$ cat src/rtl/axi4_slave_wr_engine_if.sv
// AXI4 write-channel bundle (AW/W/B) plus the per-beat memory write port driven by the engine.
interface axi4_slave_wr_engine_if #(
  parameter int ADDR_WIDTH = 32,
  parameter int DATA_WIDTH = 32,
  parameter int ID_WIDTH   = 4
);
  logic                      AWVALID;
  logic                      AWREADY;
  logic [ADDR_WIDTH-1:0]     AWADDR;
  logic [7:0]                AWLEN;
  logic [2:0]                AWSIZE;
  logic [1:0]                AWBURST;
  logic [ID_WIDTH-1:0]       AWID;
  logic                      WVALID;
  logic                      WREADY;
  logic [DATA_WIDTH-1:0]     WDATA;
  logic [DATA_WIDTH/8-1:0]   WSTRB;
  logic                      WLAST;
  logic                      BVALID;
  logic                      BREADY;
  logic [ID_WIDTH-1:0]       BID;
  logic [1:0]                BRESP;
  logic                      mem_we;
  logic [ADDR_WIDTH-1:0]     mem_addr;
  logic [DATA_WIDTH-1:0]     mem_wdata;
  logic [DATA_WIDTH/8-1:0]   mem_wstrb;

  modport master (
    output AWVALID, AWADDR, AWLEN, AWSIZE, AWBURST, AWID,
    output WVALID, WDATA, WSTRB, WLAST, BREADY,
    input  AWREADY, WREADY, BVALID, BID, BRESP,
    input  mem_we, mem_addr, mem_wdata, mem_wstrb
  );

  modport slave (
    input  AWVALID, AWADDR, AWLEN, AWSIZE, AWBURST, AWID,
    input  WVALID, WDATA, WSTRB, WLAST, BREADY,
    output AWREADY, WREADY, BVALID, BID, BRESP,
    output mem_we, mem_addr, mem_wdata, mem_wstrb
  );
endinterface

$ cat src/rtl/axi4_slave_wr_engine.sv
// AXI4 slave write engine: one burst at a time, FIXED/INCR/WRAP decoded into per-beat memory writes.
// Optional macro AXI4_SLV_WR_WLAST_CHK_EN flags misplaced WLAST as SLVERR.
module axi4_slave_wr_engine #(
  parameter int ADDR_WIDTH = 32,
  parameter int DATA_WIDTH = 32,
  parameter int ID_WIDTH   = 4
) (
  input logic                  ACLK,
  input logic                  ARESET,
  axi4_slave_wr_engine_if.slave bus
);
  localparam int MAX_SIZE = $clog2(DATA_WIDTH/8);

  typedef enum logic [1:0] {IDLE, DATA, RESP} state_t;

  state_t                state;
  logic [ADDR_WIDTH-1:0] addr;
  logic [7:0]            len;
  logic [7:0]            cnt;
  logic [2:0]            size;
  logic [1:0]            burst;
  logic [ID_WIDTH-1:0]   id;
  logic                  err;
  logic                  beat;
  logic                  err_now;

  function automatic logic aw_error(input logic [2:0] s, input logic [1:0] b, input logic [7:0] l);
    logic bad_wrap;
    bad_wrap = (b == 2'b10) && !(l inside {8'd1, 8'd3, 8'd7, 8'd15});
    return (int'(s) > MAX_SIZE) || (b == 2'b11) || bad_wrap;
  endfunction

  function automatic logic [ADDR_WIDTH-1:0] next_addr(input logic [ADDR_WIDTH-1:0] a,
                                                      input logic [7:0] l,
                                                      input logic [2:0] s,
                                                      input logic [1:0] b);
    logic [ADDR_WIDTH-1:0] incr;
    logic [ADDR_WIDTH-1:0] mask;
    incr = ADDR_WIDTH'(1) << s;
    mask = (ADDR_WIDTH'({1'b0, l} + 9'd1) << s) - ADDR_WIDTH'(1);
    case (b)
      2'b00:   return a;
      2'b10:   return (a & ~mask) | ((a + incr) & mask);
      default: return a + incr;
    endcase
  endfunction

  assign beat          = bus.WVALID & bus.WREADY;
  // Write strobe is combinational so each accepted beat lands in memory the same cycle.
  assign bus.mem_we    = beat & ~err;
  assign bus.mem_addr  = addr;
  assign bus.mem_wdata = bus.WDATA;
  assign bus.mem_wstrb = bus.WSTRB;
  assign bus.BID       = id;

`ifdef AXI4_SLV_WR_WLAST_CHK_EN
  assign err_now = err | (bus.WLAST != (cnt == len));
`else
  logic wlast_unused;
  assign wlast_unused = bus.WLAST;
  assign err_now      = err;
`endif

  always_ff @(posedge ACLK or posedge ARESET) begin
    if (ARESET) begin
      state       <= IDLE;
      bus.AWREADY <= 1'b0;
      bus.WREADY  <= 1'b0;
      bus.BVALID  <= 1'b0;
      bus.BRESP   <= 2'b00;
      id          <= '0;
      addr        <= '0;
      len         <= '0;
      cnt         <= '0;
      size        <= '0;
      burst       <= '0;
      err         <= 1'b0;
    end else begin
      case (state)
        IDLE: begin
          if (bus.AWVALID && bus.AWREADY) begin
            addr        <= bus.AWADDR;
            len         <= bus.AWLEN;
            size        <= bus.AWSIZE;
            burst       <= bus.AWBURST;
            id          <= bus.AWID;
            cnt         <= '0;
            err         <= aw_error(bus.AWSIZE, bus.AWBURST, bus.AWLEN);
            bus.AWREADY <= 1'b0;
            bus.WREADY  <= 1'b1;
            state       <= DATA;
          end else begin
            bus.AWREADY <= 1'b1;
          end
        end
        DATA: begin
          if (beat) begin
            addr <= next_addr(addr, len, size, burst);
            cnt  <= cnt + 8'd1;
            err  <= err_now;
            // Beat count, not WLAST, decides where the burst ends.
            if (cnt == len) begin
              bus.WREADY <= 1'b0;
              bus.BVALID <= 1'b1;
              bus.BRESP  <= err_now ? 2'b10 : 2'b00;
              state      <= RESP;
            end
          end
        end
        RESP: begin
          if (bus.BREADY) begin
            bus.BVALID  <= 1'b0;
            bus.AWREADY <= 1'b1;
            state       <= IDLE;
          end
        end
        default: state <= IDLE;
      endcase
    end
  end
endmodule

$ cat src/flat_wrapper.sv
// flat-port wrapper written by rule: the top's interface ports become plain ports
module axi4_slave_wr_engine_flat 
#(
  parameter int ADDR_WIDTH = 32,
  parameter int DATA_WIDTH = 32,
  parameter int ID_WIDTH   = 4
)
  (ACLK, ARESET, bus_AWVALID, bus_AWADDR, bus_AWLEN, bus_AWSIZE, bus_AWBURST, bus_AWID, bus_WVALID, bus_WDATA, bus_WSTRB, bus_WLAST, bus_BREADY, bus_AWREADY, bus_WREADY, bus_BVALID, bus_BID, bus_BRESP, bus_mem_we, bus_mem_addr, bus_mem_wdata, bus_mem_wstrb);
  axi4_slave_wr_engine_if #(.ADDR_WIDTH(ADDR_WIDTH), .DATA_WIDTH(DATA_WIDTH), .ID_WIDTH(ID_WIDTH)) bus_i ();
  input logic ACLK;
  input logic ARESET;
  input wire logic [$bits(bus_i.AWVALID)-1:0] bus_AWVALID;
  input wire logic [$bits(bus_i.AWADDR)-1:0] bus_AWADDR;
  input wire logic [$bits(bus_i.AWLEN)-1:0] bus_AWLEN;
  input wire logic [$bits(bus_i.AWSIZE)-1:0] bus_AWSIZE;
  input wire logic [$bits(bus_i.AWBURST)-1:0] bus_AWBURST;
  input wire logic [$bits(bus_i.AWID)-1:0] bus_AWID;
  input wire logic [$bits(bus_i.WVALID)-1:0] bus_WVALID;
  input wire logic [$bits(bus_i.WDATA)-1:0] bus_WDATA;
  input wire logic [$bits(bus_i.WSTRB)-1:0] bus_WSTRB;
  input wire logic [$bits(bus_i.WLAST)-1:0] bus_WLAST;
  input wire logic [$bits(bus_i.BREADY)-1:0] bus_BREADY;
  output wire logic [$bits(bus_i.AWREADY)-1:0] bus_AWREADY;
  output wire logic [$bits(bus_i.WREADY)-1:0] bus_WREADY;
  output wire logic [$bits(bus_i.BVALID)-1:0] bus_BVALID;
  output wire logic [$bits(bus_i.BID)-1:0] bus_BID;
  output wire logic [$bits(bus_i.BRESP)-1:0] bus_BRESP;
  output wire logic [$bits(bus_i.mem_we)-1:0] bus_mem_we;
  output wire logic [$bits(bus_i.mem_addr)-1:0] bus_mem_addr;
  output wire logic [$bits(bus_i.mem_wdata)-1:0] bus_mem_wdata;
  output wire logic [$bits(bus_i.mem_wstrb)-1:0] bus_mem_wstrb;
  assign bus_i.AWVALID = bus_AWVALID;
  assign bus_i.AWADDR = bus_AWADDR;
  assign bus_i.AWLEN = bus_AWLEN;
  assign bus_i.AWSIZE = bus_AWSIZE;
  assign bus_i.AWBURST = bus_AWBURST;
  assign bus_i.AWID = bus_AWID;
  assign bus_i.WVALID = bus_WVALID;
  assign bus_i.WDATA = bus_WDATA;
  assign bus_i.WSTRB = bus_WSTRB;
  assign bus_i.WLAST = bus_WLAST;
  assign bus_i.BREADY = bus_BREADY;
  assign bus_AWREADY = bus_i.AWREADY;
  assign bus_WREADY = bus_i.WREADY;
  assign bus_BVALID = bus_i.BVALID;
  assign bus_BID = bus_i.BID;
  assign bus_BRESP = bus_i.BRESP;
  assign bus_mem_we = bus_i.mem_we;
  assign bus_mem_addr = bus_i.mem_addr;
  assign bus_mem_wdata = bus_i.mem_wdata;
  assign bus_mem_wstrb = bus_i.mem_wstrb;
  axi4_slave_wr_engine #(.ADDR_WIDTH(ADDR_WIDTH), .DATA_WIDTH(DATA_WIDTH), .ID_WIDTH(ID_WIDTH)) u_core (.ACLK(ACLK), .ARESET(ARESET), .bus(bus_i));
endmodule
$ cat config.mk
export PLATFORM = sky130hd
export DESIGN_NAME = axi4_slave_wr_engine_flat
export DESIGN_NICKNAME = d
export VERILOG_FILES = /design/src/rtl/axi4_slave_wr_engine_if.sv /design/src/rtl/axi4_slave_wr_engine.sv /design/src/flat_wrapper.sv
export SDC_FILE = /design/constraint.sdc
export NUM_CORES = 1
export LEC_CHECK = 0
export CORE_MARGIN = 5
export CORE_UTILIZATION = 51
export CTS_BUF_LIST = sky130_fd_sc_hd__clkbuf_4 sky130_fd_sc_hd__clkbuf_8 sky130_fd_sc_hd__clkbuf_16
export DETAILED_ROUTE_END_ITERATION = 7
export PLACE_DENSITY_LB_ADDON = 0.12
export SYNTH_ARGS = -nofsm -noshare
export SYNTH_HDL_FRONTEND = slang
export SYNTH_SLANG_ARGS = --single-unit
$ cat constraint.sdc
create_clock -name ACLK -period 5.65 [get_ports ACLK]
set_input_delay 1.13 -clock ACLK [delete_from_list [all_inputs] [get_ports ACLK]]
set_output_delay 1.13 -clock ACLK [all_outputs]
set_load 0.05 [all_outputs]
# After elaboration in Yosys (flattened, before gate mapping)
# Index checks and enable logic that the tools add are counted.
[op_classes]
add_sub_neg = 4
order_cmp = 1
eq_ne = 15
shift = 2
n_mux = 24
bitwise = 7
n_reduce_logical = 19
[op_table]
columns = ["operator", "count"]
rows = [
  ["$pmux W32 S2", 2],
  ["$and A32 B32 Y32", 2],
  ["$mux W32", 2],
  ["$add A32 B32 Y32", 1],
  ["$not A32 Y32", 1],
  ["$or A32 B32 Y32", 1],
  ["$shl A1 B3 Y32 const A", 1],
  ["$shl A32 B3 Y32", 1],
  ["$sub A32 B1 Y32 const B", 1],
  ["$mux W8", 2],
  ["$pmux W8 S2", 1],
  ["$reduce_and A4 Y1", 4],
  ["$mux W2", 5],
  ["$add A8 B1 Y9 const B", 1],
  ["$add A8 B1 Y8 const B", 1],
  ["$eq A2 B2 Y1 const B", 4],
  ["$eq A8 B1 Y1 const B", 1],
  ["$eq A8 B2 Y1 const B", 1],
  ["$eq A8 B3 Y1 const B", 1],
  ["$eq A8 B4 Y1 const B", 1],
  ["$eq A8 B8 Y1", 1],
  ["$mux W1", 8],
  ["$ne A2 B1 Y1 const B", 3],
  ["$pmux W1 S2", 3],
  ["14 further kinds", 23],
]
[totals]
register_bits = 65
output_inout_bits = 78
elab_cells = 84

# Longest topological paths before layout
[logic_depth]
depth_word = 9
depth_mapped = 18
ltp_nobuf = 15

# Worst setup path after synthesis
# Ideal clock, no wire load.
[synth_timing]
kind = "reg2reg"
from = "reg u_core.len[0]"
to = "reg with a tool-made name"
setup_time_ns = 0.078
arrival_time_ns = 3.792
required_ns = 5.572
path_slack_ns = 1.781
stages_incl_launch_ff = 16
period_less_slack_ns = 3.869
cell_sequence = "dfrtp_1 > ha_1 > buf_2 > a31o_2 > a21oi_1 > nor3_1 > mux4_2 > or2_4 > or3_1 > or2_2 > nor2b_1 > ha_1 > a2111oi_0 > o21ai_0 > nor2b_1 > a21oi_1"
[synth_lines]
columns = ["element", "line", "source"]
rows = [
  ["start: declaration", "axi4_slave_wr_engine.sv:18", "logic [7:0] len;"],
  ["start signal: assignment", "axi4_slave_wr_engine.sv:83", "len <= bus.AWLEN;"],
]

==> metrics.md <==
| Metric | Value |
|---|---|
| Status | complete, no violations |
| Delay-heaviest family, CP | compound AO/OA/AOI/OAI gates |
| Met1 GRT Util | 0.293 |
| Num CTS Buffers | 9 |
| Leading area contributor after synthesis | dfrtp_1 |
| CP peak stage delay | 0.61 ns |
| Clock Latency Late Sink | roughly 0.35 ns |
| Htree depth | 3 |
| CTS tree | built |
| Yosys top cell area share | 0.304 |
| Clock slew at reported path FFs | ~0.080 ns |
| Synth-to-layout area growth | 17.6% |
| Resized cells post-CTS | 0 |
| Total core area | around 10000 um2 |
| Hold EP | u_core.bus.BRESP[1] |
| Slew margin rel. | 0.366 |
| Hold Startpoint | u_core.bus.BRESP[1] |
| EDFF count, synth | 0 |
| Root Buffer | clkbuf_8 |
| Flop and latch count out of synthesis | 64 |
| Fin nets | 798 |
| Cell Chain, Critical Path | ha_1, nand3_1, a32oi_1, nand3_1, o31ai_1, a41oi_1, or3_1, or2_2, nor2b_1, ha_1, a2111oi_0, o21ai_0, nor2b_1, a21oi_1 |
| DR iter-0 viols | roughly 290 |
| FF-to-FF Start | u_core.len[1] |
| Power Density | just under 700 nW/um2 |
| Startpoint Class | flop |
| Post-Syn Area per Cell | 7.98 um2 |
| Top cells by area, synth | dfrtp_1 30%, a21oi_1 5.9%, buf_4 5.3% |
| Postcts setup bufs | 0 |
| Area post-placement | roughly 6000 um2 |
| Initial Utilization | 0.518 |
| RD Place Congestion | approximately 0.86 |
| Hold Path Depth | 1 |
| Post-DRT Antenna Nets | 0 |
| Routed wire per std cell | ~17 um |
| Final setup fails | 0 |
| Final Power | 4.19 mW |
| Routed WL | 14.1 mm |
| Crit Path Class | reg -> reg |
| I/O pin total | ~170 |
| Crit share post-route | 0.858 |
| Post-synthesis sequential area ratio | 0.304 |
| Bufs on Longest Clock Path | 2 |
| Cells after Synth | 661 |
| Ant diodes | 0 |
| Initial antenna violation count | 0 |
| Fin. Hold Viols | 0 |
| Leak | between 2 and 3 nW |
| Max cap viols | 0 |
| Max VDD drop | around 0.00042 V |
| Max Clock Skew | approximately 0.013 ns |
| GRT Residual Overflow | 0 |
| Drt first pass iters | 6 |
| Hold buffers post-CTS | 0 |
| Vias | 4936 |
| Core Util, Final | 0.609 |
| CP arrival | ~5 ns |
| Syn Nets | 765 |
| First-pass GRT wire length | ~23 mm |
| DRC | 0 |
| Cell row count | 37 |
| Worst-margin pin slew | around 0.95 ns |
| Die Wd | about 110 um |
| Final instance area | roughly 6200 um2 |
| Fmax | just over 200 MHz |
| Warnings, synthesis | 0 |
| Top FF cell, synth | dfrtp_1 |
| Post-detail-place hpwl | between 10 and 15 mm |
| Number of global-route vias before repair | between 4000 and 5000 |
| FF-to-FF setup slack | 0.80 ns |
| Max-slew violations | 0 |
| Asr flop ratio synth | 1.00 |
| CP Buf/Inv Count | 0 |
| Total Routing Usage GR | 0.218 |
| Setup_tns | 0 ns |
| Grt peak-use layer | met2 |
| GRT met3 Usage | 0.0489 |
| Die H | between 100 and 150 um |
| Worst Hold Class | reg -> reg |
| Slowest cell on the critical path | ha_1 |
| Via density | 5.91 |
| Post-Syn Area | 5280 um2 |
| Final worst slack | roughly 0.8 ns |
| Placed insts | 819 |
| RSZ-0062 raised after global routing | no |
| Crit path capture type | flop |
| Share of cells above drive strength 1 | 0.0858 |
| CP Max Fanout | 17 |
| R2R depth | 14 |
| I/O Buffers | 94 |
| GR Util met2 | 0.353 |
| Pre-CTS setup slack | 0.993 ns |
| Largest net degree at the start of global routing | between 60 and 70 |
| # clock sinks | 64 |
| Tmin final | 4.85 ns |
| Fin Hold WS | 0.512 ns |
| Non-filler cells, final | 835 |
| Critical Path RT | 5.93 ns |
| Area of the die | around 12000 um2 |
| Synth unique cells | 70 |
## area by class of cell
type	count	area (um2)
Sequential cell	64	1600
Clock buffer	9	124
Clock inverter	7	105
Inverter	11	41.3
Timing Repair Buffer	100	986
Fill cell	918	3980
Multi-Input combinational cell	508	3180
Tap cell	136	170
## logic make-up (layout without fill, tap and decap cells)
family,Yosys count,after routing,share of synthesized area
AOI/OAI and AO/OA,204,204,0.245
DFF,64,64,0.304
muxes,21,21,0.0484
buffers and inverters,89,127,0.0958
adders and majority gates,13,13,0.0322
xor gates and xnor gates,29,29,0.0481
other,1,1,0.000711
and+or+nand+nor,240,240,0.226
## synth_stat cells (7+ instances only)
| library cell | instances |
|---|---|
| nand3_1 | 23 |
| buf_4 | 37 |
| buf_2 | 8 |
| mux2_2 | 16 |
| o22ai_1 | 11 |
| nand2b_1 | 9 |
| ha_1 | 12 |
| dfrtp_1 | 64 |
| o31ai_1 | 9 |
| nand4_1 | 8 |
| xnor2_1 | 12 |
| nor2b_1 | 14 |
| inv_1 | 9 |
| nor2_1 | 53 |
| a21o_1 | 7 |
| nand2_1 | 73 |
| and3_1 | 13 |
| clkbuf_1 | 27 |
| nor3_1 | 11 |
| xor2_1 | 17 |
| a21oi_1 | 62 |
| o21ai_0 | 51 |
| and2_1 | 7 |
## power breakdown
group	leakage (nW)	total, mW	switching, mW	internal, mW
clock network	0.112	0.461	0.207	0.254
registers	0.766	1.01	0.342	0.668
logic	1.67	2.72	1.68	1.04
## per-layer routing
metal | share of wire | up-vias
li1 | - | 2427
met1 | 0.45 | 2279
met4 | 0.016 | 0
met2 | 0.46 | 206
met5 | 0 | -
met3 | 0.070 | 24
## how the worst max path moves through the flow
stage                  startpoint    to  slack [ns]  depth (start not counted)
floorplan           u_core.len[0]  flop        1.78                         15
global placement    u_core.len[1]  flop        1.11                         14
detailed placement  u_core.len[1]  flop        0.99                         14
CTS                 u_core.len[1]  flop        0.93                         14
global route        u_core.len[1]  flop        0.57                         14
finish              u_core.len[1]  flop        0.80                         14
## placed cells by master, fill, tap and decap left out, drive strengths merged, types with 12 or more instances in the layout
cell type / n
nor3: 12
a21oi: 67
nor2: 53
xor2: 17
nand3: 23
clkdlybuf4s50: 94
nand2: 73
nor2b: 14
dfrtp: 64
mux2: 16
and3: 13
ha: 12
xnor2: 12
o21ai: 52
Note: power is estimated with default switching activity, not from simulation.
